==> src/rtl/dmem_ctrl.sv <==
// -----------------------------------------------------------------------------
// dmem_ctrl : MEM-stage data-memory access unit of the 5-stage RV32 pipeline.
//
// Turns the load/store sitting in the EX/MEM register into a transaction on a
// req/gnt/rvalid data bus with variable latency. Loads are returned aligned and
// sign/zero-extended on RD_data. StallM holds the pipeline until the access
// completes.
//
// Ports
//   clk, clr          clock, synchronous active-high reset
//   MemWriteM         store in MEM stage (wins over MemReadM)
//   MemReadM          load in MEM stage
//   Funct3M           RV32I load/store funct3 (size / sign)
//   ALUResultM        byte address
//   WriteDataM        store data (low bytes significant)
//   RD_data           formatted load result
//   StallM            hold pipeline while the access is outstanding
//   MisalignM         misaligned access, no bus activity
//   BusErrM           one-cycle pulse after a bus timeout
//   mem_req/we/addr/wdata/be   bus request side
//   mem_gnt/rvalid/rdata       bus response side
// -----------------------------------------------------------------------------
module dmem_ctrl #(
    parameter int unsigned TIMEOUT_CYCLES = 256
) (
    input  logic        clk,
    input  logic        clr,
    input  logic        MemWriteM,
    input  logic        MemReadM,
    input  logic [2:0]  Funct3M,
    input  logic [31:0] ALUResultM,
    input  logic [31:0] WriteDataM,
    output logic [31:0] RD_data,
    output logic        StallM,
    output logic        MisalignM,
    output logic        BusErrM,
    output logic        mem_req,
    output logic        mem_we,
    output logic [31:0] mem_addr,
    output logic [31:0] mem_wdata,
    output logic [3:0]  mem_be,
    input  logic        mem_gnt,
    input  logic        mem_rvalid,
    input  logic [31:0] mem_rdata
);

    typedef enum logic [1:0] {IDLE, WAIT_GNT, WAIT_RD, DONE} state_t;

    // Last counter value before the limit is reached; only meaningful when
    // the timeout is enabled.
    localparam logic [31:0] TO_LAST = TIMEOUT_CYCLES - 1;

    state_t      state_reg;
    logic [31:0] capture_reg;
    logic [31:0] cnt_reg;
    logic        bus_err_reg;
    logic [1:0]  off_reg;
    logic [2:0]  f3_reg;

    logic access;
    logic is_write;
    logic aligned;
    logic misalign;
    logic timeout_hit;

    assign access   = MemWriteM | MemReadM;
    assign is_write = MemWriteM;

    always_comb begin
        case (Funct3M[1:0])
            2'b00:   aligned = 1'b1;
            2'b01:   aligned = ~ALUResultM[0];
            default: aligned = (ALUResultM[1:0] == 2'b00);
        endcase
    end

    assign misalign    = access & ~aligned;
    assign timeout_hit = (TIMEOUT_CYCLES != 0) && (cnt_reg == TO_LAST);

    // Handshake outputs depend on the live grant so a write granted in the
    // request cycle costs no stall.
    always_comb begin
        mem_req   = 1'b0;
        StallM    = 1'b0;
        MisalignM = 1'b0;
        if (!clr) begin
            case (state_reg)
                IDLE: begin
                    if (access) begin
                        if (misalign) begin
                            MisalignM = 1'b1;
                        end else begin
                            mem_req = 1'b1;
                            StallM  = ~(is_write & mem_gnt);
                        end
                    end
                end
                WAIT_GNT: begin
                    mem_req = 1'b1;
                    // A write that is granted or abandoned releases the pipe now.
                    StallM  = ~(is_write & (mem_gnt | timeout_hit));
                end
                WAIT_RD: StallM = 1'b1;
                default: StallM = 1'b0;
            endcase
        end
    end

    // Bus request fields come straight from the frozen MEM-stage inputs.
    assign mem_we   = MemWriteM;
    assign mem_addr = {ALUResultM[31:2], 2'b00};

    always_comb begin
        mem_be    = 4'b1111;
        mem_wdata = WriteDataM;
        if (MemWriteM) begin
            case (Funct3M[1:0])
                2'b00: begin
                    mem_be    = 4'b0001 << ALUResultM[1:0];
                    mem_wdata = {4{WriteDataM[7:0]}};
                end
                2'b01: begin
                    mem_be    = 4'b0011 << ALUResultM[1:0];
                    mem_wdata = {2{WriteDataM[15:0]}};
                end
                default: begin
                    mem_be    = 4'b1111;
                    mem_wdata = WriteDataM;
                end
            endcase
        end
    end

    // Lane select and extension of a returned word.
    function automatic logic [31:0] fmt_load(input logic [31:0] w,
                                             input logic [1:0]  off,
                                             input logic [2:0]  f3);
        logic [7:0]  b;
        logic [15:0] h;
        case (off)
            2'd0:    b = w[7:0];
            2'd1:    b = w[15:8];
            2'd2:    b = w[23:16];
            default: b = w[31:24];
        endcase
        h = off[1] ? w[31:16] : w[15:0];
        case (f3)
            3'b000:  fmt_load = {{24{b[7]}}, b};
            3'b001:  fmt_load = {{16{h[15]}}, h};
            3'b100:  fmt_load = {24'd0, b};
            3'b101:  fmt_load = {16'd0, h};
            default: fmt_load = w;
        endcase
    endfunction

    always_ff @(posedge clk) begin
        if (clr) begin
            state_reg   <= IDLE;
            capture_reg <= 32'd0;
            cnt_reg     <= 32'd0;
            bus_err_reg <= 1'b0;
            off_reg     <= 2'd0;
            f3_reg      <= 3'd0;
        end else begin
            bus_err_reg <= 1'b0;
            case (state_reg)
                IDLE: begin
                    cnt_reg <= 32'd0;
                    if (access && !misalign) begin
                        if (mem_gnt) begin
                            off_reg   <= ALUResultM[1:0];
                            f3_reg    <= Funct3M;
                            state_reg <= is_write ? IDLE : WAIT_RD;
                        end else begin
                            state_reg <= WAIT_GNT;
                        end
                    end
                end
                WAIT_GNT: begin
                    cnt_reg <= cnt_reg + 32'd1;
                    if (mem_gnt) begin
                        off_reg   <= ALUResultM[1:0];
                        f3_reg    <= Funct3M;
                        state_reg <= is_write ? IDLE : WAIT_RD;
                    end else if (timeout_hit) begin
                        bus_err_reg <= 1'b1;
                        capture_reg <= 32'd0;
                        state_reg   <= is_write ? IDLE : DONE;
                    end
                end
                WAIT_RD: begin
                    cnt_reg <= cnt_reg + 32'd1;
                    // Data arriving in the limit cycle is still accepted.
                    if (mem_rvalid) begin
                        capture_reg <= fmt_load(mem_rdata, off_reg, f3_reg);
                        state_reg   <= DONE;
                    end else if (timeout_hit) begin
                        bus_err_reg <= 1'b1;
                        capture_reg <= 32'd0;
                        state_reg   <= DONE;
                    end
                end
                default: begin
                    cnt_reg   <= 32'd0;
                    state_reg <= IDLE;
                end
            endcase
        end
    end

    assign RD_data = MisalignM ? 32'd0 : capture_reg;
    assign BusErrM = bus_err_reg;

endmodule

==> config.mk <==
export PLATFORM = sky130hd
export DESIGN_NAME = dmem_ctrl
export DESIGN_NICKNAME = d
export VERILOG_FILES = /design/src/rtl/dmem_ctrl.sv
export SDC_FILE = /design/constraint.sdc
export NUM_CORES = 1
export LEC_CHECK = 0
export ABC_CLOCK_PERIOD_IN_PS = 2280
export BUFFER_PORTS_ARGS = -buffer_cell sky130_fd_sc_hd__buf_2
export CAP_MARGIN = 20
export CORE_ASPECT_RATIO = 0.6
export CORE_MARGIN = 2
export CORE_UTILIZATION = 48
export CTS_CLUSTER_DIAMETER = 200
export CTS_CLUSTER_SIZE = 25
export DETAILED_ROUTE_END_ITERATION = 8
export GPL_ROUTABILITY_DRIVEN = 0
export MAX_ROUTING_LAYER = met4
export PLACE_DENSITY = 0.82
export SLEW_MARGIN = 30
export SYNTH_ARGS = -nofsm -noshare
export SYNTH_HDL_FRONTEND = slang
export SYNTH_SLANG_ARGS = --single-unit
==> constraint.sdc <==
create_clock -name clk -period 2.28 [get_ports clk]
set_clock_uncertainty 0.15 [all_clocks]
set_input_delay 0.114 -clock clk [delete_from_list [all_inputs] [get_ports clk]]
set_output_delay 0.114 -clock clk [all_outputs]
set_load 0.01 [all_outputs]
==> results of run 1 <==
==> tightest hold or removal path: stages <==
cell and delay [ns]:
sky130_fd_sc_hd__buf_2 0.10, sky130_fd_sc_hd__a221oi_1 0.08, sky130_fd_sc_hd__nor3_1 0.15
==> power by group through the flow <==
| stage | registers [mW] | logic, mW | clock network (mW) |
|---|---|---|---|
| after floorplan | 1.44 | 0.867 | 0 |
| after global placement | 1.46 | 1.14 | 0 |
| after detailed placement | 1.47 | 1.19 | 0 |
| after CTS | 1.44 | 1.24 | 1.56 |
| after global routing | 1.46 | 1.38 | 1.61 |
| final | 1.45 | 1.26 | 1.54 |
==> worst paths after layout <==
path | depth (start not counted) | slack (ns) | start | endpoint
min reg2reg | 1 | 0.30 | cnt_reg[0]$_SDFF_PP0_ | cnt_reg[0]$_SDFF_PP0_
max reg2reg | 8 | 0.05 | cnt_reg[13]$_SDFF_PP0_ | capture_reg[16]$_SDFFE_PP0P_
min | 3 | 0.005 | mem_rdata[21] | capture_reg[21]$_SDFFE_PP0P_
max | 7 | -0.02 | cnt_reg[13]$_SDFF_PP0_ | StallM
==> per-stage QoR <==
| step | hold slack [ns] | total power, mW | setup WS (ns) | area (um^2) |
|---|---|---|---|---|
| 2_1_floorplan | 0.102 | 2.31 | 0.384 | 4580 |
| 3_3_place_gp | 0.0781 | 2.61 | 0.259 | 5180 |
| 3_5_place_dp | 0.0781 | 2.66 | 0.161 | 5180 |
| 4_1_cts | 0.00126 | 4.24 | 0.00473 | 5780 |
| 5_1_grt | 0.0257 | 4.45 | -0.105 | 5840 |
| 6_report | 0.00464 | 4.25 | -0.0216 | 5840 |
==> cells in the final DEF (no fill, tap or decap), drive strengths merged, types with 21 or more instances in the layout <==
master and count:
buf 170, dfxtp 72, nor2 68, nand2 64, nor2b 35, o21ai 25
nor3 25, mux2 24, xnor2 23, dlygate4sd3 23, nand2b 21
==> kinds of logic (layout without fill, tap and decap cells) <==
family,after synthesis,count (layout),share of synthesized area [%]
multiplexers,40,40,9.67
flip-flops,72,72,31.5
adder cells (fa/ha/maj),5,5,1.37
XOR/XNOR,28,28,5.36
other,1,2,0.0819
AND/OR/NAND/NOR,260,260,28.3
AO/OA/AOI/OAI,78,78,12.5
buffers and inverters,89,223,11.2
==> cell type report <==
type                       instances  area [um^2]  area share, %
clock buffer                       9          225           3.86
clock inverter                     7          101           1.74
timing repair buffer             193         1150           19.7
sequential                        72         1450           24.9
multi-input combinational        413         2690           46.1
inverter                          14         52.6          0.900
tap                              130          163           2.79
==> layer usage <==
metal / up-vias / track usage (%) / wire (um)
met4: 0 / 7.85 / 238
met1: 2197 / 32.5 / 5660
met2: 278 / 44.5 / 6420
met5: - / - / 0
li1: 2204 / - / -
met3: 25 / 6.77 / 1320
==> timing repair <==
item                                    4_1_cts  5_1_grt
gates resized for setup                       8       12
endpoints found under the setup margin        1        8
setup buffers                                 3        1
pin swaps                                     5        8
endpoints found under the hold margin        23        0
hold buffers                                 23        0
==> tab_implementation.tex, run 1 <==
\begin{tabular}{lr}
\hline
Metric & Value \\
\hline
\multicolumn{2}{l}{\textbf{Routing}} \\
\quad Number of antenna-violating nets in the routed design & 0 \\
\quad Detail-routed net length per standard cell & between 15 and 20 um \\
\quad First drt pass iteration count & 5 \\
\quad Via density per instance & 5.61 \\
\quad Detailed-route via count & between 4,000 and 5,000 \\
\quad Post-detailed-route DRC marker count & 0 \\
\quad Iteration-0 DRC Markers & around 350 \\
\quad Drt total wl & roughly 14 mm \\
\multicolumn{2}{l}{\textbf{Outcome}} \\
\quad Failing checks & negative setup slack \\
\quad Outcome & complete, but fails checks \\
\multicolumn{2}{l}{\textbf{Yosys}} \\
\quad Primary FF master, synth & sky130\_fd\_sc\_hd\_\_dfxtp\_1 \\
\quad Synth Register Bits & 72 \\
\quad Post-synthesis cell area & between 0.004 and 0.005 mm\^{}2 \\
\quad Distinct cell type count of the synthesized netlist & 48 \\
\quad Number of enable flip-flop cells after synthesis & 0 \\
\quad Leading cell type by number of instances after synthesis & sky130\_fd\_sc\_hd\_\_dfxtp\_1 \\
\quad Share of the synthesized area in the top cell type & around a third \\
\quad Ys async rst share & 0\% \\
\quad Register area share after synthesis & between 30\% and 40\% \\
\quad Synthesized area per cell & 7.99 um\^{}2 \\
\quad Gate count of the mapped netlist & between 500 and 600 \\
\quad Post-synthesis cell type with the largest combined area & sky130\_fd\_sc\_hd\_\_dfxtp\_1 \\
\quad List of most frequent post-synthesis cells & 72 x sky130\_fd\_sc\_hd\_\_dfxtp\_1, 68 x sky130\_fd\_sc\_hd\_\_nor2\_1, 64 x sky130\_fd\_sc\_hd\_\_nand2\_1 \\
\quad Largest cells by area after synthesis & sky130\_fd\_sc\_hd\_\_dfxtp\_1 31\%, sky130\_fd\_sc\_hd\_\_buf\_4 6.7\%, sky130\_fd\_sc\_hd\_\_mux2\_2 5.9\%, sky130\_fd\_sc\_hd\_\_nor2\_1 5.6\%, sky130\_fd\_sc\_hd\_\_nand2\_1 5.2\% \\
\quad Ys Warns & 0 \\
\multicolumn{2}{l}{\textbf{Floorplanning}} \\
\quad Floorplan core area & about 0.009 mm\^{}2 \\
\quad Effective utilization at floorplan & 49.6\% \\
\quad Floorplan die area & between 0.01 and 0.015 mm\^{}2 \\
\quad Rows & 27 \\
\quad DIE WIDTH & about 130 um \\
\quad Die height & 79.7 um \\
\quad Top-Level Pins & 210 \\
\multicolumn{2}{l}{\textbf{Placed design}} \\
\quad Detailed-placement wirelength estimate & around 9.8 mm \\
\quad Count of input and output buffers & $\sim$150 \\
\quad Placed Instances & approximately 800 \\
\multicolumn{2}{l}{\textbf{GRT}} \\
\quad Remaining global-route overflow & 0 \\
\quad Total Routing Usage GR & 26.8\% \\
\quad Pin count of the biggest net entering global routing & 34 \\
\quad First-pass GRT wire length & between 20 and 25 mm \\
\quad Antenna violations before repair & 0 \\
\quad Vias in the first global route & 4,384 \\
\multicolumn{2}{l}{\textbf{Pwr}} \\
\quad Leakage dissipation & between 2 and 3 nW \\
\quad Cell-internal power & $\sim$2.9 mW \\
\quad Highest ir drop seen on vdd & about 0.37 mV \\
\quad Proportion of total power due to net switching & 32.9\% \\
\quad Clock network power share & a little over a third \\
\quad Fraction of power consumed by combinational cells & between 20 and 30\% \\
\quad Net switching power & between 1 and 1.5 mW \\
\quad Power density over the cells & a little over 700 mW/mm\^{}2 \\
\quad Part of the power in registers & 34.1\% \\
\multicolumn{2}{l}{\textbf{Final layout}} \\
\quad Total of fill cells in the finished design & 774 \\
\quad Area growth syn-to-layout & 27.5\% \\
\quad Nets & around 800 \\
\quad Post-layout util & between 60\% and 70\% \\
\quad Share of post-route cells with drive strength above 1 & about a third \\
\quad Count of non-filler cells in the finished layout & between 800 and 900 \\
\quad Number of antenna cells inserted & 0 \\
\multicolumn{2}{l}{\textbf{Setup path}} \\
\quad Type of origin of the critical path & register \\
\quad Gate family responsible for the most delay along the worst path & simple AND/OR/NAND/NOR gates \\
\quad WP data arrival & between 2 and 2.5 ns \\
\quad Type of the worst setup path & reg2out \\
\quad Count of buffer and inverter cells on the critical path & 2 \\
\quad Critical Path Fanout Max & 4 \\
\quad Ordered cell list for the critical path & nor4\_1 > nand4\_1 > nor3\_1 > buf\_4 > nor3\_2 > o41a\_1 > buf\_2 \\
\quad Critical Path Max Stage Delay & between 0.3 and 0.4 ns \\
\quad Required time of the critical path & approximately 2 ns \\
\quad CP endpoint kind & output pin \\
\quad Slowest cell on the critical path & sky130\_fd\_sc\_hd\_\_dfxtp\_1 \\
\multicolumn{2}{l}{\textbf{STA}} \\
\quad Share of the clock period used by the worst path after layout & 101\% \\
\quad Setup tns final & -0.0216 ns \\
\quad Slew HR & between 50\% and 60\% \\
\quad Worst setup slack after layout & -0.0216 ns \\
\quad Highest attainable clock frequency & around 0.43 GHz \\
\quad Period minus WS final & 2.30 ns \\
\quad Max-slew violations & 0 \\
\quad Count of endpoints failing setup in the final report & 1 \\
\quad Number of endpoints with negative hold slack in the final report & 0 \\
\quad RSZ-0062 raised after global routing & yes \\
\quad Actual slew at the worst max-slew pin & about 0.74 ns \\
\multicolumn{2}{l}{\textbf{Clocking}} \\
\quad Clock-pin transition on the worst setup and hold timing paths & around 0.060 ns \\
\quad Cell at the root of the clock tree & sky130\_fd\_sc\_hd\_\_clkbuf\_16 \\
\quad H-tree level count & 3 \\
\quad Worst-skew pair later-pin latency & between 0.3 and 0.4 ns \\
\quad TritonCTS clock tree & yes \\
\quad Maximum clock insertion buffer count & 2 \\
\quad Number of clock buffers inserted by TritonCTS & 9 \\
\quad CTS sink cnt & slightly above 70 \\
\multicolumn{2}{l}{\textbf{Hold path}} \\
\quad Hold WC Path Type & in2reg \\
\multicolumn{2}{l}{\textbf{Run}} \\
\quad Maximum capacitance violations & 0 \\
\hline
\end{tabular}
No activity file was read; power rests on OpenSTA's default activity.
==> run 2, diff against run 1 <==
Settings changed: ABC_CLOCK_PERIOD_IN_PS 2280 to 2100, CORE_UTILIZATION 48 to 43, PLACE_DENSITY 0.82 to 0.77, SKIP_LAST_GASP from default to 1.
Clock period 2.28 ns to 2.1 ns, I/O delays scaled along.
==> tab_implementation.tex, run 2 (synthesis results as in run 1) <==
\begin{tabular}{lr}
\hline
Metric & Value \\
\hline
\multicolumn{2}{l}{\textbf{GRT}} \\
\quad Total Routing Usage GR & 24.5\% (-2.3 points) \\
\quad Grt met1 use & 29.7\% (-2.8 points) \\
\quad Met2 global-route usage & 40.5\% (-3.9 points) \\
\quad Met3 usage in global routing & 5.10\% (-1.7 points) \\
\quad Pin count of the biggest net entering global routing & 34 (unchanged) \\
\quad First-pass GRT wire length & 22.0 mm (+2.8\%) \\
\quad Remaining global-route overflow & 0 (unchanged) \\
\quad Antenna violations before repair & 0 (unchanged) \\
\quad Vias in the first global route & 4,551 (+3.8\%) \\
\quad Most crowded layer after global routing & met2 \\
\multicolumn{2}{l}{\textbf{Final layout}} \\
\quad Post-layout util & 57.7\% (-5.6 points) \\
\quad Count of non-filler cells in the finished layout & 859 (+2.5\%) \\
\quad Layout Cell Area excl Fill & 0.00603 mm\^{}2 (+3.2\%) \\
\quad Nets & 825 (+1.5\%) \\
\quad Area growth syn-to-layout & 31.6\% \\
\quad Commonest cells after routing, fill and taps aside & 147 x sky130\_fd\_sc\_hd\_\_buf\_2, 68 x sky130\_fd\_sc\_hd\_\_nor2\_1, 63 x sky130\_fd\_sc\_hd\_\_nand2\_1 \\
\quad Share of post-route cells with drive strength above 1 & 35.1\% (+1.9 points) \\
\quad Most common cell after layout, fill and taps aside & sky130\_fd\_sc\_hd\_\_buf\_2 \\
\quad Number of antenna cells inserted & 0 (unchanged) \\
\multicolumn{2}{l}{\textbf{Pwr}} \\
\quad Sum of internal, switching and leakage power & 4.67 mW (+9.9\%) \\
\quad Highest ir drop seen on vdd & 0.424 mV (+16\%) \\
\quad Leakage dissipation & 2.59 nW (+3.2\%) \\
\quad Power density over the cells & 774 mW/mm\^{}2 (+6.5\%) \\
\multicolumn{2}{l}{\textbf{Routing}} \\
\quad Number of antenna-violating nets in the routed design & 0 (unchanged) \\
\quad Detail-routed net length per standard cell & 15.9 um (-2.2\%) \\
\quad Via density per instance & 5.47 (-2.6\%) \\
\quad Iteration-0 DRC Markers & 280 (-20\%) \\
\quad Post-detailed-route DRC marker count & 0 (unchanged) \\
\quad Detailed-route via count & 4,697 (-0.15\%) \\
\quad Drt total wl & 13.7 mm (+0.29\%) \\
\quad First drt pass iteration count & 5 (unchanged) \\
\multicolumn{2}{l}{\textbf{Placed design}} \\
\quad Detailed-placement wirelength estimate & 10.0 mm (+1.9\%) \\
\quad Standard cell area after detailed placement & 0.00526 mm\^{}2 (+1.6\%) \\
\quad Placed Instances & 810 (+1.9\%) \\
\quad Placement Setup Slack & 0.0467 ns (-0.114 ns) \\
\quad Count of input and output buffers & 147 (unchanged) \\
\multicolumn{2}{l}{\textbf{STA}} \\
\quad Max-slew violations & 0 (unchanged) \\
\quad Worst Hold Slack & 0.00700 ns (+0.00236 ns) \\
\quad Period minus WS final & 2.20 ns \\
\quad Share of the clock period used by the worst path after layout & 105\% \\
\quad Setup tns final & -0.110 ns (-0.0880 ns) \\
\quad Highest attainable clock frequency & 0.455 GHz \\
\quad Count of endpoints failing setup in the final report & 2 (+1) \\
\quad Number of endpoints with negative hold slack in the final report & 0 (unchanged) \\
\quad RSZ-0062 raised after global routing & yes \\
\quad Actual slew at the worst max-slew pin & 0.680 ns (-0.0609 ns) \\
\quad Worst setup slack after layout & -0.0968 ns (-0.0752 ns) \\
\quad Slew HR & 54.5\% (+4.1 points) \\
\multicolumn{2}{l}{\textbf{Clocking}} \\
\quad Cell at the root of the clock tree & sky130\_fd\_sc\_hd\_\_clkbuf\_16 \\
\quad TritonCTS clock tree & yes \\
\quad H-tree level count & 3 (unchanged) \\
\quad CTS sink cnt & 72 (unchanged) \\
\quad Clock-pin transition on the worst setup and hold timing paths & 0.06 ns (about the same) \\
\quad Number of clock buffers inserted by TritonCTS & 9 (unchanged) \\
\quad Worst-skew pair later-pin latency & 0.34 ns (about the same) \\
\quad Maximum clock insertion buffer count & 2 (unchanged) \\
\multicolumn{2}{l}{\textbf{Setup path}} \\
\quad Endpoint of the worst register-to-register path & capture\_reg[8]\$\_SDFFE\_PP0P\_ \\
\quad R2R Setup Slk & -0.01 ns (-0.06 ns) \\
\quad Number of cells traversed by the worst register-to-register path & 8 (unchanged) \\
\quad Type of origin of the critical path & register \\
\quad CP endpoint kind & output pin \\
\quad Reg-to-Reg Start & cnt\_reg[23]\$\_SDFF\_PP0\_ \\
\quad Critical Path Fanout Max & 4 (unchanged) \\
\quad Required time of the critical path & 1.85 ns (-0.17 ns) \\
\quad WP data arrival & 1.94 ns (-0.10 ns) \\
\quad Type of the worst setup path & reg2out \\
\multicolumn{2}{l}{\textbf{Floorplanning}} \\
\quad Top-Level Pins & 210 (unchanged) \\
\quad DIE WIDTH & 137 um (+5.5\%) \\
\quad Rows & 29 (+7.4\%) \\
\quad Floorplan die area & 0.0115 mm\^{}2 (+11\%) \\
\quad Floorplan core area & 0.0105 mm\^{}2 (+13\%) \\
\quad Die height & 83.9 um (+5.4\%) \\
\quad Effective utilization at floorplan & 43.8\% (-5.8 points) \\
\multicolumn{2}{l}{\textbf{Outcome}} \\
\quad Outcome & complete, but fails checks \\
\quad Failing checks & negative setup slack \\
\multicolumn{2}{l}{\textbf{Hold path}} \\
\quad Hold-critical path endpoint & capture\_reg[29]\$\_SDFFE\_PP0P\_ \\
\quad Worst Hold Launch & mem\_rdata[29] \\
\quad Hold WC Path Type & in2reg \\
\quad Hold Path Depth & 3 (unchanged) \\
\multicolumn{2}{l}{\textbf{Run}} \\
\quad Maximum capacitance violations & 0 (unchanged) \\
\hline
\end{tabular}
run 2: cell count changes in the layout (fill, tap and decap cells not counted), moves of 2 or more:
cell / before / now
sky130_fd_sc_hd__dfxtp_2: 7 / 11
sky130_fd_sc_hd__inv_6: 3 / 0
sky130_fd_sc_hd__clkbuf_8: 0 / 2
sky130_fd_sc_hd__dlygate4sd3_1: 23 / 25
sky130_fd_sc_hd__nor4_2: 3 / 6
sky130_fd_sc_hd__a21oi_2: 2 / 0
sky130_fd_sc_hd__buf_4: 22 / 29
sky130_fd_sc_hd__nor4_1: 10 / 8
sky130_fd_sc_hd__dfxtp_1: 64 / 59
sky130_fd_sc_hd__buf_12: 1 / 3
run 2: how the worst max path moves through the flow:
stage | from | endpoint | cells past startpoint
2_1_floorplan | state_reg[0]$_SDFFE_PP0P_ | capture_reg[16]$_SDFFE_PP0P_ | 8
3_3_place_gp | cnt_reg[23]$_SDFF_PP0_ | StallM | 7
3_5_place_dp | off_reg[1]$_SDFFE_PP0P_ | capture_reg[19]$_SDFFE_PP0P_ | 5
4_1_cts | cnt_reg[24]$_SDFF_PP0_ | StallM | 7
5_1_grt | cnt_reg[23]$_SDFF_PP0_ | StallM | 7
6_report | cnt_reg[22]$_SDFF_PP0_ | StallM | 7
run 2: critical path: stages (launching register included):
cell,delay [ns]
sky130_fd_sc_hd__dfxtp_2,0.35
sky130_fd_sc_hd__nor4_2,0.28
sky130_fd_sc_hd__nand2_1,0.16
sky130_fd_sc_hd__nor3_2,0.18
sky130_fd_sc_hd__buf_4,0.14
sky130_fd_sc_hd__nor3_1,0.04
sky130_fd_sc_hd__o41a_1,0.31
sky130_fd_sc_hd__buf_2,0.15
run 2: timing repair:
item / in CTS / in global routing
pin swaps: 8 / 8
endpoints found under the setup margin: 5 / 50
gates cloned: 0 / 1
gates resized for setup: 18 / 13
hold buffers: 25 / 0
hold endpoints to repair: 25 / 0
buffers inserted: 6 / 2
run 2: area by class of cell:
type                            instances  area (um^2)
Clock buffer                           12          256
Clock inverter                          4         76.3
Fill cell                             891         4420
Inverter                               14         52.6
Multi-Input combinational cell        413         2720
Sequential cell                        72         1460
Tap cell                              139          174
Timing Repair Buffer                  205         1290
run 2: where the power goes:
part / leakage [nW] / switching [mW] / total [mW] / internal (mW)
Combinational: 1.84 / 0.798 / 1.39 / 0.592
Sequential: 0.589 / 0.101 / 1.58 / 1.48
Clock: 0.159 / 0.589 / 1.70 / 1.11
run 2: metal layers:
| metal | part of all wire [%] | vias up |
|---|---|---|
| li1 | - | 2223 |
| met5 | 0 | - |
| met2 | 47 | 236 |
| met4 | 2.5 | 0 |
| met3 | 8.5 | 32 |
| met1 | 42 | 2206 |
